**src/rtl/mem_test_ram_responder.sv**
```systemverilog
// Single-port memory responder for the memory tester: accepts one write or
// read request at a time, completes it after a fixed latency and reports the
// completion with a one-cycle registered pulse. An optional fault injector
// XORs a mask into read data returned for one chosen address.
module mem_test_ram_responder #(
    parameter int DATUM_WIDTH   = 8,
    parameter int ADDR_WIDTH    = 8,
    parameter int WRITE_LATENCY = 1,
    parameter int READ_LATENCY  = 2
) (
    input  logic                   i_clk,
    input  logic                   i_rst_n_async,
    input  logic                   i_wr_req,
    input  logic                   i_rd_req,
    input  logic [ADDR_WIDTH-1:0]  i_address,
    input  logic [DATUM_WIDTH-1:0] i_memory_data_write,
    input  logic                   i_fault_ena,
    input  logic [ADDR_WIDTH-1:0]  i_fault_addr,
    input  logic [DATUM_WIDTH-1:0] i_fault_mask,
    output logic                   o_memory_write_ready,
    output logic                   o_memory_read_valid,
    output logic [DATUM_WIDTH-1:0] o_memory_data_read,
    output logic                   o_busy
);

    localparam int MAX_LAT = (WRITE_LATENCY > READ_LATENCY) ? WRITE_LATENCY : READ_LATENCY;
    localparam int CNT_W   = $clog2(MAX_LAT + 1);
    localparam int DEPTH   = 2 ** ADDR_WIDTH;
    localparam logic [CNT_W-1:0] WR_LOAD = CNT_W'(WRITE_LATENCY - 1);
    localparam logic [CNT_W-1:0] RD_LOAD = CNT_W'(READ_LATENCY - 1);
    localparam logic [CNT_W-1:0] CNT_ONE = CNT_W'(1);

    typedef enum logic [1:0] {
        ST_IDLE = 2'd0,
        ST_WAIT = 2'd1,
        ST_RESP = 2'd2
    } state_t;

    state_t                 state_r;
    logic [CNT_W-1:0]       cnt_r;
    logic                   is_wr_r;
    logic [ADDR_WIDTH-1:0]  addr_r;
    logic [DATUM_WIDTH-1:0] wdata_r;
    logic                   fault_ena_r;
    logic [ADDR_WIDTH-1:0]  fault_addr_r;
    logic [DATUM_WIDTH-1:0] fault_mask_r;
    logic                   write_ready_r;
    logic                   read_valid_r;
    logic [DATUM_WIDTH-1:0] data_read_r;
    logic                   busy_r;

    logic [DATUM_WIDTH-1:0] mem_r [0:DEPTH-1];

    logic                   accept_s;
    logic                   enter_resp_s;
    logic                   op_wr_s;
    logic [ADDR_WIDTH-1:0]  op_addr_s;
    logic [DATUM_WIDTH-1:0] op_wdata_s;
    logic                   op_fault_s;
    logic [DATUM_WIDTH-1:0] op_mask_s;
    logic [DATUM_WIDTH-1:0] rd_word_s;
    logic                   commit_s;

    // Select the operation being completed: live inputs in IDLE (single-edge
    // latency completes at the acceptance edge), latched copies otherwise.
    always_comb begin
        accept_s     = 1'b0;
        enter_resp_s = 1'b0;
        op_wr_s      = is_wr_r;
        op_addr_s    = addr_r;
        op_wdata_s   = wdata_r;
        op_fault_s   = fault_ena_r && (addr_r == fault_addr_r);
        op_mask_s    = fault_mask_r;
        case (state_r)
            ST_IDLE: begin
                accept_s   = i_wr_req || i_rd_req;
                op_wr_s    = i_wr_req;
                op_addr_s  = i_address;
                op_wdata_s = i_memory_data_write;
                op_fault_s = i_fault_ena && (i_address == i_fault_addr);
                op_mask_s  = i_fault_mask;
                if (i_wr_req) begin
                    enter_resp_s = accept_s && (WRITE_LATENCY == 1);
                end else begin
                    enter_resp_s = accept_s && (READ_LATENCY == 1);
                end
            end
            ST_WAIT: begin
                enter_resp_s = (cnt_r == CNT_ONE);
            end
            ST_RESP: begin
                enter_resp_s = 1'b0;
            end
            default: begin
                enter_resp_s = 1'b0;
            end
        endcase
        commit_s = enter_resp_s && op_wr_s;
        if (op_fault_s) begin
            rd_word_s = mem_r[op_addr_s] ^ op_mask_s;
        end else begin
            rd_word_s = mem_r[op_addr_s];
        end
    end

    // Storage array: written only on the edge that enters RESP for a write.
    always_ff @(posedge i_clk) begin
        if (commit_s) begin
            mem_r[op_addr_s] <= op_wdata_s;
        end
    end

    // Request FSM with latency counter and registered completion outputs.
    always_ff @(posedge i_clk or negedge i_rst_n_async) begin
        if (!i_rst_n_async) begin
            state_r       <= ST_IDLE;
            cnt_r         <= '0;
            is_wr_r       <= 1'b0;
            addr_r        <= '0;
            wdata_r       <= '0;
            fault_ena_r   <= 1'b0;
            fault_addr_r  <= '0;
            fault_mask_r  <= '0;
            write_ready_r <= 1'b0;
            read_valid_r  <= 1'b0;
            data_read_r   <= '0;
            busy_r        <= 1'b0;
        end else begin
            case (state_r)
                ST_IDLE: begin
                    if (accept_s) begin
                        is_wr_r      <= i_wr_req;
                        addr_r       <= i_address;
                        wdata_r      <= i_memory_data_write;
                        fault_ena_r  <= i_fault_ena;
                        fault_addr_r <= i_fault_addr;
                        fault_mask_r <= i_fault_mask;
                        busy_r       <= 1'b1;
                        if (enter_resp_s) begin
                            state_r <= ST_RESP;
                            cnt_r   <= '0;
                        end else begin
                            state_r <= ST_WAIT;
                            cnt_r   <= i_wr_req ? WR_LOAD : RD_LOAD;
                        end
                    end
                end
                ST_WAIT: begin
                    cnt_r <= cnt_r - CNT_ONE;
                    if (enter_resp_s) begin
                        state_r <= ST_RESP;
                    end
                end
                ST_RESP: begin
                    state_r       <= ST_IDLE;
                    write_ready_r <= 1'b0;
                    read_valid_r  <= 1'b0;
                    busy_r        <= 1'b0;
                end
                default: begin
                    state_r       <= ST_IDLE;
                    cnt_r         <= '0;
                    write_ready_r <= 1'b0;
                    read_valid_r  <= 1'b0;
                    busy_r        <= 1'b0;
                end
            endcase
            if (enter_resp_s) begin
                if (op_wr_s) begin
                    write_ready_r <= 1'b1;
                end else begin
                    read_valid_r <= 1'b1;
                    data_read_r  <= rd_word_s;
                end
            end
        end
    end

    assign o_memory_write_ready = write_ready_r;
    assign o_memory_read_valid  = read_valid_r;
    assign o_memory_data_read   = data_read_r;
    assign o_busy               = busy_r;

endmodule

```
**config.mk**
```make
export PLATFORM = sky130hd
export DESIGN_NAME = mem_test_ram_responder
export DESIGN_NICKNAME = d
export VERILOG_FILES = /design/src/rtl/mem_test_ram_responder.sv
export SDC_FILE = /design/constraint.sdc
export NUM_CORES = 2
export LEC_CHECK = 0
export ABC_CLOCK_PERIOD_IN_PS = 17300
export CAP_MARGIN = 10
export CORE_UTILIZATION = 35
export DETAILED_ROUTE_END_ITERATION = 10
export SKIP_CTS_REPAIR_TIMING = 1
export SYNTH_ARGS = -nofsm -noshare
export SYNTH_HDL_FRONTEND = slang
export SYNTH_SLANG_ARGS = --single-unit
```
**constraint.sdc**
```tcl
create_clock -name i_clk -period 17.3 [get_ports i_clk]
set_input_delay 3.46 -clock i_clk [delete_from_list [all_inputs] [get_ports i_clk]]
set_output_delay 3.46 -clock i_clk [all_outputs]
set_load 0.01 [all_outputs]
```
# Word-level counts from Yosys, hierarchy flattened
# Memories as Yosys holds them, arrays and structs flattened.
# Cells that the tools add are included.
# classes
n_addsub,1
mul,0
div_mod_pow,0
magnitude_cmp,0
eq_ne,7
n_shift,0
mux,27
bitwise_logic,4
n_reduce_logical,11
# ops
op,count
$mux W8,4
$eq A8 B8 Y1,2
$mux W1,15
$reduce_and A2 Y1,5
$mux W2,4
$xor A8 B8 Y8,1
$pmux W2 S3,1
$eq A2 B1 Y1 const B,2
$ne A2 B2 Y1 const B,2
$pmux W1 S2,2
$pmux W2 S2,1
$logic_and A1 B1 Y1,3
$not A1 Y1,3
$eq A2 B2 Y1 const B,1
$logic_not A2 Y1,1
$reduce_or A2 Y1,1
$sub A2 B1 Y2 const B,1
$logic_or A1 B1 Y1,1
# totals
ff_bits,49
latch_bits,0
ramBits,2048
rom_bits,0
input_bits,37
out_inout_bits,11
word_cells,63
memories,1
# memory_table
name,depth,word_bits,rd,rd_clocked_by_memory_dff,wr,line_no,text
mem_r,256,8,1,0,1,52,logic [DATUM_WIDTH-1:0] mem_r [0:DEPTH-1];

# Logic depth before layout (Yosys ltp)
# depth
depth_word,6
depth_mapped,16

# Worst setup path before layout
# OpenSTA, ideal clock, no wires.
# synth_timing
path_kind,input to register
from,in i_memory_data_write[0]
to,"mem mem_r[0][0], data pin"
setup_time_ns,0.823
arrival_time_ns,6.557
slack_ns,9.921
path_stages,2
path_buffers,0
cell_sequence,nand2_1 nand2_1
# synth_via
elab_chain_len,1
# synth_rtl
item,line_no,text
from (decl),16,"input logic [DATUM_WIDTH-1:0] i_memory_data_write,"
$mux W8,74,case (state_r)
named net op_wdata_s[0],58,logic [DATUM_WIDTH-1:0] op_wdata_s;
to (decl),52,
# The timed path passes the listed nets, and every way through them passes these cells.

# Final worst setup path
# layout_timing
from,in i_address[1]
to,"reg data_read_r[6], in the netlist o_memory_data_read[6]"
# layout_via
elab_chain_len,4
elab_cells_between_ends,7
cone_classes,1 x eq/ne; 3 x mux; 1 x bitwise; 1 x reduce/logical; 1 x memory
# layout_rtl
item,line_no,text
from (decl),15,"input logic [ADDR_WIDTH-1:0] i_address,"
$mux W8 or $eq A8 B8 Y1 (tied branches),"74, 80",
$mem_v2 Z256 W8 or $logic_and A1 B1 Y1 (tied branches),--,
$xor A8 B8 Y8 or $mux W1 (tied branches),"100, 74",
$mux W8 *,99,if (op_fault_s) begin
to (signal assigned),173,data_read_r <= rd_word_s;
to (decl),49,logic [DATUM_WIDTH-1:0] data_read_r;
# Every way passes the cells marked *; elsewhere a longest branch is shown, timed or not.
# A chain may end at the register's enable or synchronous reset.

==> results.yml <==
power:
  p_total_mw: 17.2
  ir_drop_mv: 0.214
  powerDensity_mw_per_mm2: 194
  p_leak_nw: 26.6
synth:
  synthCells: 4822
  synth-async-reset-ratio_pct: 2.34
  yosysMostFrequentCell: "edfxtp_1"
  synth_cell_type_count: 59
  seq_area_frac_synth_pct: 80.4
  ys_ff_latch: 2097
  ys_warn_count: 0
  synth.area.top_cells: "edfxtp_1 79%, o22ai_1 8.0%, nor3_1 3.7%"
  syn_area_sq_mm: 0.0780
  yosys.area.top_type: "edfxtp_1"
  syn-num-nets: 4860
  synth_common_cells: "2,048 x edfxtp_1, 991 x o22ai_1, 569 x nor3_1"
  synth_enable_flop_cells: 2048
  synth_top_area_share_pct: 78.9
  avgSynthCellArea_sq_um: 16.2
  synth_ff_type: "edfxtp_1"
global_route:
  grt_overflow_total: 0
  antenna_found_initial: 9
  grt_pass1_vias: 45463
  grt_pass1_wl_um: 333000
  met3_usage_pct: 4.12
  grt-busiest-layer: "met2"
  grt_max_degree: 196
  track_usage_pct: 20.3
  met2_usage_pct: 31.5
  met1_usage_pct: 28.0
sta:
  skew_ns: 0.0528
  fin_crit_ns: 8.75
  finalCritPeriodShare_pct: 50.6
  fmax_mhz: 114
  finalWorstSetupSlack_ns: 8.55
  finalSetupTns_ns: 0
  finalSetupViolCount: 0
  worst_pin_slew_ns: 1.35
  drv_slew: 0
  hold_viol: 0
  holdWs_ns: 0.481
  rsz0062_at_grt: "false"
  slew_headroom_pct: 9.40
cells_and_area:
  drive_gt1_share_pct: 10.1
  fin_nets: 4904
  syn2layout_area_growth_pct: 13.7
  final_area_sq_mm: 0.0887
  post-route-util_pct: 40.2
  fin_cells: 8000
  n_fill_cell: 19866
clock_tree:
  worstSkewPairLatency_ns: 0.85
  cts.sinks: 2097
  path_clk_slew_ns: 0.06
  cts_buffer_depth: 3
  clockRootBuffer: "clkbuf_16"
  h-tree-depth: 4
  cts_tree: "yes"
  cts_made_buffers: 209
setup_path:
  path_max_fanout: 135
  critPathKind: "input port to register"
  start_kind: "input port"
  end_kind: "register"
  path_cells: "clkdlybuf4s50_1 > nor4_1 > a31oi_4 > buf_12 > buf_4 > buf_12 > o22ai_1 > nor3_1 > nor3_1 > nor4_1 > nor4b_1 > a31oi_1 > and4_1 > o31ai_1"
  cp.arrival_ns: 9.49
  cp_slowest_stage_delay_ns: 1.02
  r2r_slack_ns: 10.52
  reg2reg_to: "o_memory_data_read[7]"
  reg2reg_from: "state_r[1]"
  cp.required_ns: 18.04
  crit_path_top_delay_cell: "nor4b_1"
  r2r_cells: 14
placement:
  hpwl_um: 133000
  dp_slack_ns: 7.95
  post_dp_cell_area_sq_mm: 0.0817
  port_buffers: 47
  gp_congestion: 0.883
  place_inst: 7595
worst_hold_path:
  hold_start: "o_memory_data_read[2]"
  worstHoldPathCells: 2
  worstHoldPathType: "register to register"
  whs_endpoint: "o_memory_data_read[2]"
routing:
  wl_um: 233000
  post-route-drc-count: 0
  drtAntennaViolNets: 0
  vias_per_cell: 5.92
  drt-pass1-iter-count: 6
  wl_per_cell_um: 29.1
  via_count: 47367
  drt_iter0_drc: 6632
floorplanning:
  start_util_pct: 35.4
  coreArea_sq_mm: 0.221
  fp.dieH_um: 474
  fp.dieArea_sq_mm: 0.225
  io_pins: 48
  num_rows: 172
  die_w_um: 474
run:
  drv_cap: 0
status:
  status: "finished, final reports clean"
-- per-layer routing --
metal | up-vias | routed length (um)
met3 | 425 | 24800
met2 | 2756 | 107000
met5 | - | 39
met1 | 24315 | 92000
li1 | 19865 | -
met4 | 6 | 9130
-- area by class of cell --
cell class,instances,area [sq um],share of cell area [%]
well taps,2958,3700,4.17
multi-input cells,2369,13800,15.5
clock inverters,131,1400,1.58
diodes,1,2.50,0.00282
flip-flops and latches,2097,62700,70.8
repair buffers,180,1600,1.80
inverters,9,33.8,0.0381
clock buffers,255,5420,6.12
-- worst max-delay path by stage --
stage,start,end,slack [ns]
final,i_address[1],o_memory_data_read[6],8.55
after global routing,i_address[0],o_memory_data_read[7],8.41
after CTS,i_address[0],o_memory_data_read[6],8.81
after detailed placement,i_address[0],o_memory_data_read[6],7.95
after global placement,i_address[0],o_memory_data_read[0],7.03
after floorplan,i_memory_data_write[0],mem_r[0][0],9.92
-- critical path, delay by kind of cell --
kind                   cells  cell delay, ns
AO/OA/AOI/OAI              4            1.03
buffers and inverters      4            2.32
AND/OR/NAND/NOR            6            2.36
-- flip-flops by register name, indices dropped and copies added (netlist names), 2 cells and up --
signal / flops
fault_addr_r: 8
fault_mask_r: 8
cnt_r: 2
addr_r: 8
o_memory_data_read: 8
mem_r: 2048
state_r: 2
wdata_r: 8
-- where the power goes --
group	switching [mW]	internal (mW)	total, mW
combinational	4.50	1.28	5.79
clock	1.96	2.57	4.53
sequential	0.0768	6.79	6.87
-- kinds of logic (layout without fill, tap and decap cells) --
kind of cell | after synthesis | after routing | synth area share, %
other | 0 | 1 | 0
adders and majority gates | 1 | 1 | 0.0160
muxes | 39 | 39 | 0.557
xor gates and xnor gates | 21 | 21 | 0.236
DFF | 2097 | 2097 | 80.4
AOI/OAI and AO/OA | 1214 | 1214 | 9.75
buffers and inverters | 356 | 575 | 2.27
and+or+nand+nor | 1094 | 1094 | 6.74
-- layout by cell type, fill, tap and decap left out, types with 9 or more instances in the layout --
cell	instances
buf_2	10
o221ai_1	32
mux2_2	34
clkdlybuf4s50_1	46
nand2_2	18
a21oi_1	10
clkinv_2	28
xor2_1	18
bufinv_16	22
or3_1	13
o31ai_1	11
edfxtp_1	2048
o21ai_0	123
or4_1	19
o22ai_1	991
nand4_1	10
nand2_1	80
clkbuf_16	209
clkbuf_1	44
nor2_1	255
nor3_1	565
nor4_1	57
inv_1	9
dfrtp_1	49
buf_4	104
clkinv_1	60
nand3_1	25
buf_12	13
No activity file was read; power rests on OpenSTA's default activity.
